==> config.mk <==
export PLATFORM = sky130hd
export DESIGN_NAME = serial_subtractor
export DESIGN_NICKNAME = d
export VERILOG_FILES = /design/src/rtl/serial_subtractor.sv
export SDC_FILE = /design/constraint.sdc
export NUM_CORES = 1
export LEC_CHECK = 0
export ABC_AREA = 1
export CORE_MARGIN = 3
export CORE_UTILIZATION = 50
export CTS_CLUSTER_DIAMETER = 60
export DETAILED_ROUTE_END_ITERATION = 7
export GPL_ROUTABILITY_DRIVEN = 0
export GPL_TIMING_DRIVEN = 0
export PLACE_DENSITY = 0.75
export SLEW_MARGIN = 20
export SYNTH_ARGS = -nofsm -noshare
export SYNTH_HDL_FRONTEND = slang
export SYNTH_SLANG_ARGS = --single-unit
==> constraint.sdc <==
create_clock -name clk -period 1.8 [get_ports clk]
set_input_delay 0.18 -clock clk [delete_from_list [all_inputs] [get_ports clk]]
set_output_delay 0.18 -clock clk [all_outputs]
set_load 0.01 [all_outputs]
==> src/rtl/serial_subtractor.sv <==
// -----------------------------------------------------------------------------
// serial_subtractor
//
// Bit-serial unsigned subtractor. A single full-subtractor cell is reused once
// per clock, LSB first. The borrow is held in a flop between bit positions.
// Each operation takes WIDTH cycles, and a new start may be accepted in the
// DONE cycle.
//
// Ports:
//   clk        in   1      rising-edge clock
//   rst_n      in   1      asynchronous active-low reset
//   start      in   1      operation request, accepted only while not busy
//   a          in   WIDTH  minuend, sampled on accept
//   b          in   WIDTH  subtrahend, sampled on accept
//   borrow_in  in   1      initial borrow into bit 0, sampled on accept
//   busy       out  1      operation in progress (registered)
//   done       out  1      one-cycle pulse when diff/borrow_out update
//   diff       out  WIDTH  (a - b - borrow_in) mod 2^WIDTH (registered)
//   borrow_out out  1      1 iff a < b + borrow_in (registered)
// -----------------------------------------------------------------------------
module serial_subtractor #(
  parameter int WIDTH = 8
) (
  input  logic             clk,
  input  logic             rst_n,
  input  logic             start,
  input  logic [WIDTH-1:0] a,
  input  logic [WIDTH-1:0] b,
  input  logic             borrow_in,
  output logic             busy,
  output logic             done,
  output logic [WIDTH-1:0] diff,
  output logic             borrow_out
);

  localparam int CW = (WIDTH > 1) ? $clog2(WIDTH) : 1;
  localparam logic [CW-1:0] CNT_LAST = CW'(WIDTH - 1);

  typedef enum logic [1:0] {
    IDLE = 2'd0,
    RUN  = 2'd1,
    DONE = 2'd2
  } state_t;

  // Full-subtractor cell: returns {borrow_next, diff_bit}
  function automatic logic [1:0] fs_cell(input logic x, input logic y, input logic bin);
    logic d;
    logic bn;
    d  = x ^ y ^ bin;
    bn = (~x & y) | (~(x ^ y) & bin);
    return {bn, d};
  endfunction

  state_t           state_q, state_d;
  logic [WIDTH-1:0] sa_q, sa_d;
  logic [WIDTH-1:0] sb_q, sb_d;
  logic [WIDTH-1:0] sd_q, sd_d;
  logic             br_q, br_d;
  logic [CW-1:0]    cnt_q, cnt_d;
  logic [WIDTH-1:0] diff_q, diff_d;
  logic             bo_q, bo_d;
  logic             busy_q, busy_d;
  logic             done_q, done_d;

  logic [1:0]       cell_s;
  logic [WIDTH-1:0] sd_next_s;

  // Next-state, datapath and output-flag decode
  always_comb begin
    state_d = state_q;
    sa_d    = sa_q;
    sb_d    = sb_q;
    sd_d    = sd_q;
    br_d    = br_q;
    cnt_d   = cnt_q;
    diff_d  = diff_q;
    bo_d    = bo_q;

    cell_s = fs_cell(sa_q[0], sb_q[0], br_q);
    // New difference bit enters at the MSB so that after WIDTH shifts bit 0
    // sits at the LSB. Written this way so that WIDTH=1 is also legal.
    sd_next_s            = sd_q >> 1'b1;
    sd_next_s[WIDTH-1]   = cell_s[0];

    case (state_q)
      IDLE, DONE: begin
        if (start) begin
          sa_d    = a;
          sb_d    = b;
          br_d    = borrow_in;
          sd_d    = {WIDTH{1'b0}};
          cnt_d   = {CW{1'b0}};
          state_d = RUN;
        end else begin
          state_d = IDLE;
        end
      end
      RUN: begin
        sa_d = sa_q >> 1'b1;
        sb_d = sb_q >> 1'b1;
        sd_d = sd_next_s;
        br_d = cell_s[1];
        if (cnt_q == CNT_LAST) begin
          cnt_d   = {CW{1'b0}};
          diff_d  = sd_next_s;
          bo_d    = cell_s[1];
          state_d = DONE;
        end else begin
          cnt_d   = cnt_q + {{(CW-1){1'b0}}, 1'b1};
          state_d = RUN;
        end
      end
      default: begin
        state_d = IDLE;
      end
    endcase

    // Flags are decoded from the next state so that the outputs come straight from flops
    busy_d = (state_d == RUN);
    done_d = (state_d == DONE);
  end

  // State, datapath and output registers
  always_ff @(posedge clk or negedge rst_n) begin
    if (!rst_n) begin
      state_q <= IDLE;
      sa_q    <= {WIDTH{1'b0}};
      sb_q    <= {WIDTH{1'b0}};
      sd_q    <= {WIDTH{1'b0}};
      br_q    <= 1'b0;
      cnt_q   <= {CW{1'b0}};
      diff_q  <= {WIDTH{1'b0}};
      bo_q    <= 1'b0;
      busy_q  <= 1'b0;
      done_q  <= 1'b0;
    end else begin
      state_q <= state_d;
      sa_q    <= sa_d;
      sb_q    <= sb_d;
      sd_q    <= sd_d;
      br_q    <= br_d;
      cnt_q   <= cnt_d;
      diff_q  <= diff_d;
      bo_q    <= bo_d;
      busy_q  <= busy_d;
      done_q  <= done_d;
    end
  end

  assign busy       = busy_q;
  assign done       = done_q;
  assign diff       = diff_q;
  assign borrow_out = bo_q;

endmodule

==> summary.md, run 1 <==
| Metric | Value |
|---|---|
| Final routed DRC violation total | `0` |
| Nets | `about 290` |
| Vias | `1484` |
| Total gr overflow | `0` |
| Register area | `1000 um^2` |
| Worst setup margin | `approximately 0.44 ns` |
| Worst path bufs/invs | `1` |
| Worst Path Arrival | `roughly 1.6 ns` |
| Tmin final | `1.36 ns` |
| Most frequent cells in the layout | `nand2_1, inv_1, dfrtp_1` |
| Core ar. | `between 3000 and 4000 um^2` |
| # Post-CTS Setup Buffers | `0` |
| WL/cell | `between 10 and 15 um` |
| Finished Cell Area | `between 2000 and 2500 um^2` |
| Max stage delay on crit path | `between 0.3 and 0.4 ns` |
| Largest net degree at the start of global routing | `24` |
| CP top delay family | `adder cells` |
| Area of the multi-input gates | `approximately 650 um^2` |
| Max-Cap Viols | `0` |
| Resize count post-CTS | `0` |
| Sequential fraction of the synthesis area | `between 50 and 60%` |
| FP Rows | `21` |
| Max Transition Viols Final | `0` |
| Cell variety after synth | `18` |
| Initial Util | `about 54%` |
| Worst Path Class, Setup | `reg -> reg` |
| IO Pins | `31` |
| DP HPWL | `~2600 um` |
| Clock latency on the worst-skew pair | `0.28 ns` |
| Routed wire length | `~3400 um` |
| RSZ-0062 raised after global routing | `no` |
| Total CTS buffers | `5` |
| Crit. End Element | `flip-flop` |
| Number of vias per cell | `roughly 4.8` |
| Die Y | `67.6 um` |
| First-pass GRT wire length | `between 6000 and 7000 um` |
| Mapped cell area | `approximately 1900 um^2` |
| Final Util | `around two thirds` |
| Synth Warn # | `0` |
| PortBufs | `30` |
| Crit-path max FO | `10` |
| CP max-delay cell | `dfrtp_1` |
| Max Clock Freq | `~740 MHz` |
| Clock-pin slew on the worst setup and hold paths | `~0.070 ns` |
| Max-slew headroom | `approximately 70%` |
| P per Cell Area | `1700 nW/um^2` |
| Antenna cell count | `0` |
| H-tree depth | `2` |
| Final worst-path cycle share | `roughly 75%` |
| TritonRoute pass-1 iters | `4` |
| Peak VDD IR | `roughly 0.8 mV` |
| Placed cell area | `2280 um^2` |
| Cell count after synthesis | `between 200 and 250` |
| Worst hold margin | `~0.37 ns` |
| Register bit count reported by yosys | `40` |
| CP startpoint kind | `flip-flop` |
| Vias in the first global route | `1370` |
| Syn nets | `249` |
| Final ANT Viol Nets | `0` |
| Share of cells above drive strength 1 | `12.2%` |
| Final Setup Violations | `0` |
| Antenna violations before repair | `0` |
| Leading area contributor after synthesis | `dfrtp_1` |
| Pre-CTS setup slack | `0.426 ns` |
| Max Clock Skew | `between 0.007 and 0.008 ns` |
| Largest cells by area after synthesis | `dfrtp_1, nand2_1, inv_1, nand3_1, o21ai_2` |
| Gr usage total | `17.6%` |
| Slew @ Worst Pin | `between 0.4 and 0.5 ns` |
| CTS root buf | `clkbuf_8` |
| Area Growth Syn to Fin | `24.2%` |
| CTS Buffer Depth | `2` |
| Die area | `roughly 4600 um^2` |
| WP data required | `slightly above 2 ns` |
| Fill count | `290` |
| Initial DRC Count | `74` |
| Top cell type's share of synthesized area | `a little over half` |
| Post-CTS Hold Buffers | `1` |
| Clk sink count | `40` |
| Die width | `approximately 68 um` |
| Most common cell after layout, fill and taps aside | `nand2_1` |
| Outcome | `finished, final reports clean` |
| Syn_area_per_cell | `between 8 and 9 um^2` |
| P_leak | `1.27 nW` |
| Final Hold Fails | `0` |
| Min-Delay Path Class | `in -> async` |
| Sequence of cells on the critical path | `ha_1, ha_1, nand2_4, buf_6, nand2_1, nand2_1` |
| TritonCTS clock tree | `yes` |
[kinds of logic (layout without fill, tap and decap cells)]
kind of cell,count (synthesis),count (layout),synth area share (%)
buf+inv,54,91,12.8
compound gates,19,19,6.60
flops,40,40,52.8
simple gates,110,110,25.4
fa+ha+maj,3,3,2.38
[path summary, 6_finish.rpt]
path,from,end,slack (ns),depth (start not counted)
worst min register to register,sb_q[1]$_DFFE_PN0P_,sb_q[1]$_DFFE_PN0P_,0.48,2
worst max register to register,cnt_q[0]$_DFFE_PN0P_,diff[7]$_DFFE_PN0P_,0.44,6
worst max-delay path,cnt_q[0]$_DFFE_PN0P_,diff[7]$_DFFE_PN0P_,0.44,6
worst min-delay path,rst_n,diff[5]$_DFFE_PN0P_,0.37,2
min in group clk,a[7],sa_q[7]$_DFFE_PN0P_,0.46,3
max in group asynchronous,rst_n,sd_q[2]$_DFFE_PN0P_,0.96,3
[state kept, by name, summed over array words and instances, names as in the netlist]
name        flops
diff            8
sa_q            8
sb_q            8
sd_q            7
cnt_q           3
state_q         2
borrow_out      1
br_q            1
busy            1
done            1
[where the power goes]
group	switching, mW	leakage, nW	internal (mW)
clock network	0.271	0.0359	0.250
registers	0.208	0.494	1.33
logic	1.09	0.740	0.849
total	1.57	1.27	2.43
[Yosys cell counts, drive strengths merged]
cell and number:
o21ai 19, dfrtp 40, nor2 2, ha 2, nand3 29, buf 9
fa 1, inv 45, nand2 79
[final cells by class]
cell class	instances	area share, %
inverter	45	7.39
sequential	40	42.5
multi-input combinational	132	27.7
timing repair buffer	32	14.1
buffer	9	2.92
tap	46	2.44
clock buffer	5	2.92
[layer usage]
metal,GRT usage (%),up-vias,wire [um]
met3,4.16,5,150
met2,27.9,23,1650
met1,23.3,705,1600
li1,-,751,-
met5,0,-,0
met4,6.08,0,34
[stage by stage]
| stage | setup TNS, ns | power, mW | instances |
|---|---|---|---|
| 3_5_place_dp | 0 | 3.52 | 303 |
| 3_3_place_gp | -17.44 | 3.46 | 302 |
| 6_report | 0 | 4.00 | 309 |
| 4_1_cts | 0 | 4.06 | 309 |
| 5_1_grt | 0 | 4.41 | 309 |
| 2_1_floorplan | 0 | 2.91 | 226 |
No activity file was read; power rests on OpenSTA's default activity.
==> run 2, diff against run 1 <==
CORE_UTILIZATION = 47   (was 50)
PLACE_DENSITY = 0.74   (was 0.75)
clock period = 1.2 ns   (was 1.8 ns; I/O delays follow)
==> run 2 against run 1 <==
The flow now finishes with violations (negative setup slack). Combinational power rose by 69%. Final area rose by 7.5%. Routed wire length rose by 13%. Sequential power rose by 52%. Critical endpoint is now diff[0]$_DFFE_PN0P_. Largest cell class unchanged. Largest power group unchanged.
==> summary.md, run 2 (synthesis results as in run 1) <==
| Metric | Value |
|---|---|
| Tmin final | `1.25 ns (-0.111 ns)` |
| Min-Delay Path Class | `in -> async` |
| Total gr overflow | `0 (unchanged)` |
| Max stage delay on crit path | `0.38 ns (about the same)` |
| Antenna violations before repair | `0 (unchanged)` |
| Crit. End Element | `flip-flop` |
| Die Y | `69.5 um (+2.9%)` |
| TritonRoute pass-1 iters | `5 (+1)` |
| Pre-CTS setup slack | `-0.103 ns (-0.529 ns)` |
| Slew @ Worst Pin | `0.412 ns (-0.0398 ns)` |
| Initial Util | `50.3% (-4.0 points)` |
| WP data required | `1.38 ns (-0.64 ns)` |
| Total CTS buffers | `5 (unchanged)` |
| Final Hold Fails | `0 (unchanged)` |
| Most common cell after layout, fill and taps aside | `nand2_1` |
| Max Clock Skew | `0.00406 ns (-0.00299 ns)` |
| Area Growth Syn to Fin | `33.5%` |
| Peak VDD IR | `1.38 mV (+73%)` |
| Routed wire length | `3880 um (+13%)` |
| Initial DRC Count | `115 (+55%)` |
| Share of cells above drive strength 1 | `21.7% (+9.6 points)` |
| Clock-pin slew on the worst setup and hold paths | `0.07 ns (about the same)` |
| P per Cell Area | `2570 nW/um^2 (+51%)` |
| PortBufs | `30 (unchanged)` |
| RSZ-0062 raised after global routing | `yes` |
| Clk sink count | `40 (unchanged)` |
| IO Pins | `31 (unchanged)` |
| Number of vias per cell | `4.67 (-2.8%)` |
| H-tree depth | `2 (unchanged)` |
| Worst Path Arrival | `1.43 ns (-0.15 ns)` |
| Placed cell area | `2280 um^2 (+0.38%)` |
| CP startpoint kind | `flip-flop` |
| Core ar. | `3770 um^2 (+7.9%)` |
| FP Rows | `22 (+4.8%)` |
| Final worst-path cycle share | `104% (+28 points)` |
| TritonCTS clock tree | `yes` |
| Worst hold margin | `0.292 ns (-0.0797 ns)` |
| Max-Cap Viols | `0 (unchanged)` |
| Largest net degree at the start of global routing | `25 (+4.2%)` |
| Worst Path Class, Setup | `reg -> reg` |
| Vias in the first global route | `1536 (+12%)` |
| Failing checks | `negative setup slack` |
| Antenna cell count | `0 (unchanged)` |
| Nets | `298 (+3.5%)` |
| Sequence of cells on the critical path | `ha_2, ha_4, nand2_4, buf_12, buf_6, nand2_2, o21ai_2` |
| Crit-path max FO | `5 (-5)` |
| CP max-delay cell | `dfrtp_1` |
| DP HPWL | `2540 um (-1.1%)` |
| Vias | `1513 (+2.0%)` |
| Final routed DRC violation total | `0 (unchanged)` |
| CTS root buf | `clkbuf_8` |
| Final Setup Violations | `10 (+10)` |
| CP top delay family | `flip-flops` |
| CTS Buffer Depth | `2 (unchanged)` |
| WL/cell | `12.0 um (+7.8%)` |
| Most frequent cells in the layout | `nand2_1, dfrtp_1, inv_1` |
| Final ANT Viol Nets | `0 (unchanged)` |
| Clock latency on the worst-skew pair | `0.29 ns (about the same)` |
| Max Transition Viols Final | `0 (unchanged)` |
| Die width | `69.5 um (+2.9%)` |
| Worst path bufs/invs | `2 (+1)` |
| Finished Cell Area | `2530 um^2 (+7.5%)` |
| Max-slew headroom | `72.5% (+2.7 points)` |
| Gr usage total | `17.9% (+0.32 points)` |
| Outcome | `complete, but fails checks` |
| First-pass GRT wire length | `6920 um (+15%)` |
| Worst setup margin | `-0.0469 ns (-0.489 ns)` |
| Die area | `4830 um^2 (+5.8%)` |
| P_leak | `1.37 nW (+7.6%)` |
| Fill count | `309 (+6.6%)` |
| Max Clock Freq | `802 MHz (+8.9%)` |
| Final total power | `6.50 mW (+62%)` |
## run 2: cell count changes in the layout (fill, tap and decap cells not counted), sizes merged
cell / delta
buf: +9
clkbuf: +4
clkdlybuf4s50: -11
dlygate4sd2: +11
## run 2: area by class of cell
| type | count | area (um^2) | area share [%] |
|---|---|---|---|
| repair buffers | 43 | 433 | 17.1 |
| plain buffers | 8 | 63.8 | 2.52 |
| flip-flops and latches | 40 | 1000 | 39.5 |
| clock buffers | 8 | 90.1 | 3.56 |
| well taps | 48 | 60.1 | 2.37 |
| inverters | 45 | 176 | 6.97 |
| multi-input cells | 132 | 707 | 27.9 |
## run 2: power by group
part	switching (mW)	internal [mW]	total [mW]	leakage (nW)
sequential	0.341	1.99	2.34	0.494
clock	0.430	0.469	0.899	0.0455
combinational	1.84	1.43	3.27	0.827
total	2.61	3.89	6.50	1.37
## run 2: repair_timing
item                                    in CTS  in global routing
resized for setup                           22                 18
setup buffers                               10                  1
pin swaps                                    4                  6
hold buffers                                 1                  0
endpoints found under the hold margin       16                  0
gates cloned                                 1                  0
endpoints found under the setup margin      33                 36
## run 2: stage by stage
stage	instances	utilization (%)	TNS, ns
detailed placement	305	60.6	-2.18
floorplan	226	-	0
CTS	325	66.9	-0.573
finish	324	67.1	-0.338
global placement	304	60.0	-41.36
global route	324	67.1	-1.24
## run 2: final timing paths
path | startpoint | to | slack [ns] | cells past startpoint
max in group asynchronous | rst_n | sa_q[0]$_DFFE_PN0P_ | 0.45 | 3
hold reg to reg | diff[5]$_DFFE_PN0P_ | diff[5]$_DFFE_PN0P_ | 0.48 | 2
hold / removal | rst_n | sa_q[2]$_DFFE_PN0P_ | 0.29 | 2
setup reg to reg | cnt_q[1]$_DFFE_PN0P_ | diff[0]$_DFFE_PN0P_ | -0.05 | 7
min in group clk | b[7] | sb_q[7]$_DFFE_PN0P_ | 0.38 | 3
setup / recovery | cnt_q[1]$_DFFE_PN0P_ | diff[0]$_DFFE_PN0P_ | -0.05 | 7
## run 2: layer usage
layer  wire length, um  track usage (%)  share of wire [%]  vias to the layer above
met2              1870             28.2                 48                       19
met5                 0                0                  0                        -
met3               119             5.07                3.1                        7
li1                  -                -                  -                      782
met4                52             4.99                1.3                        0
met1              1840             24.1                 47                      705
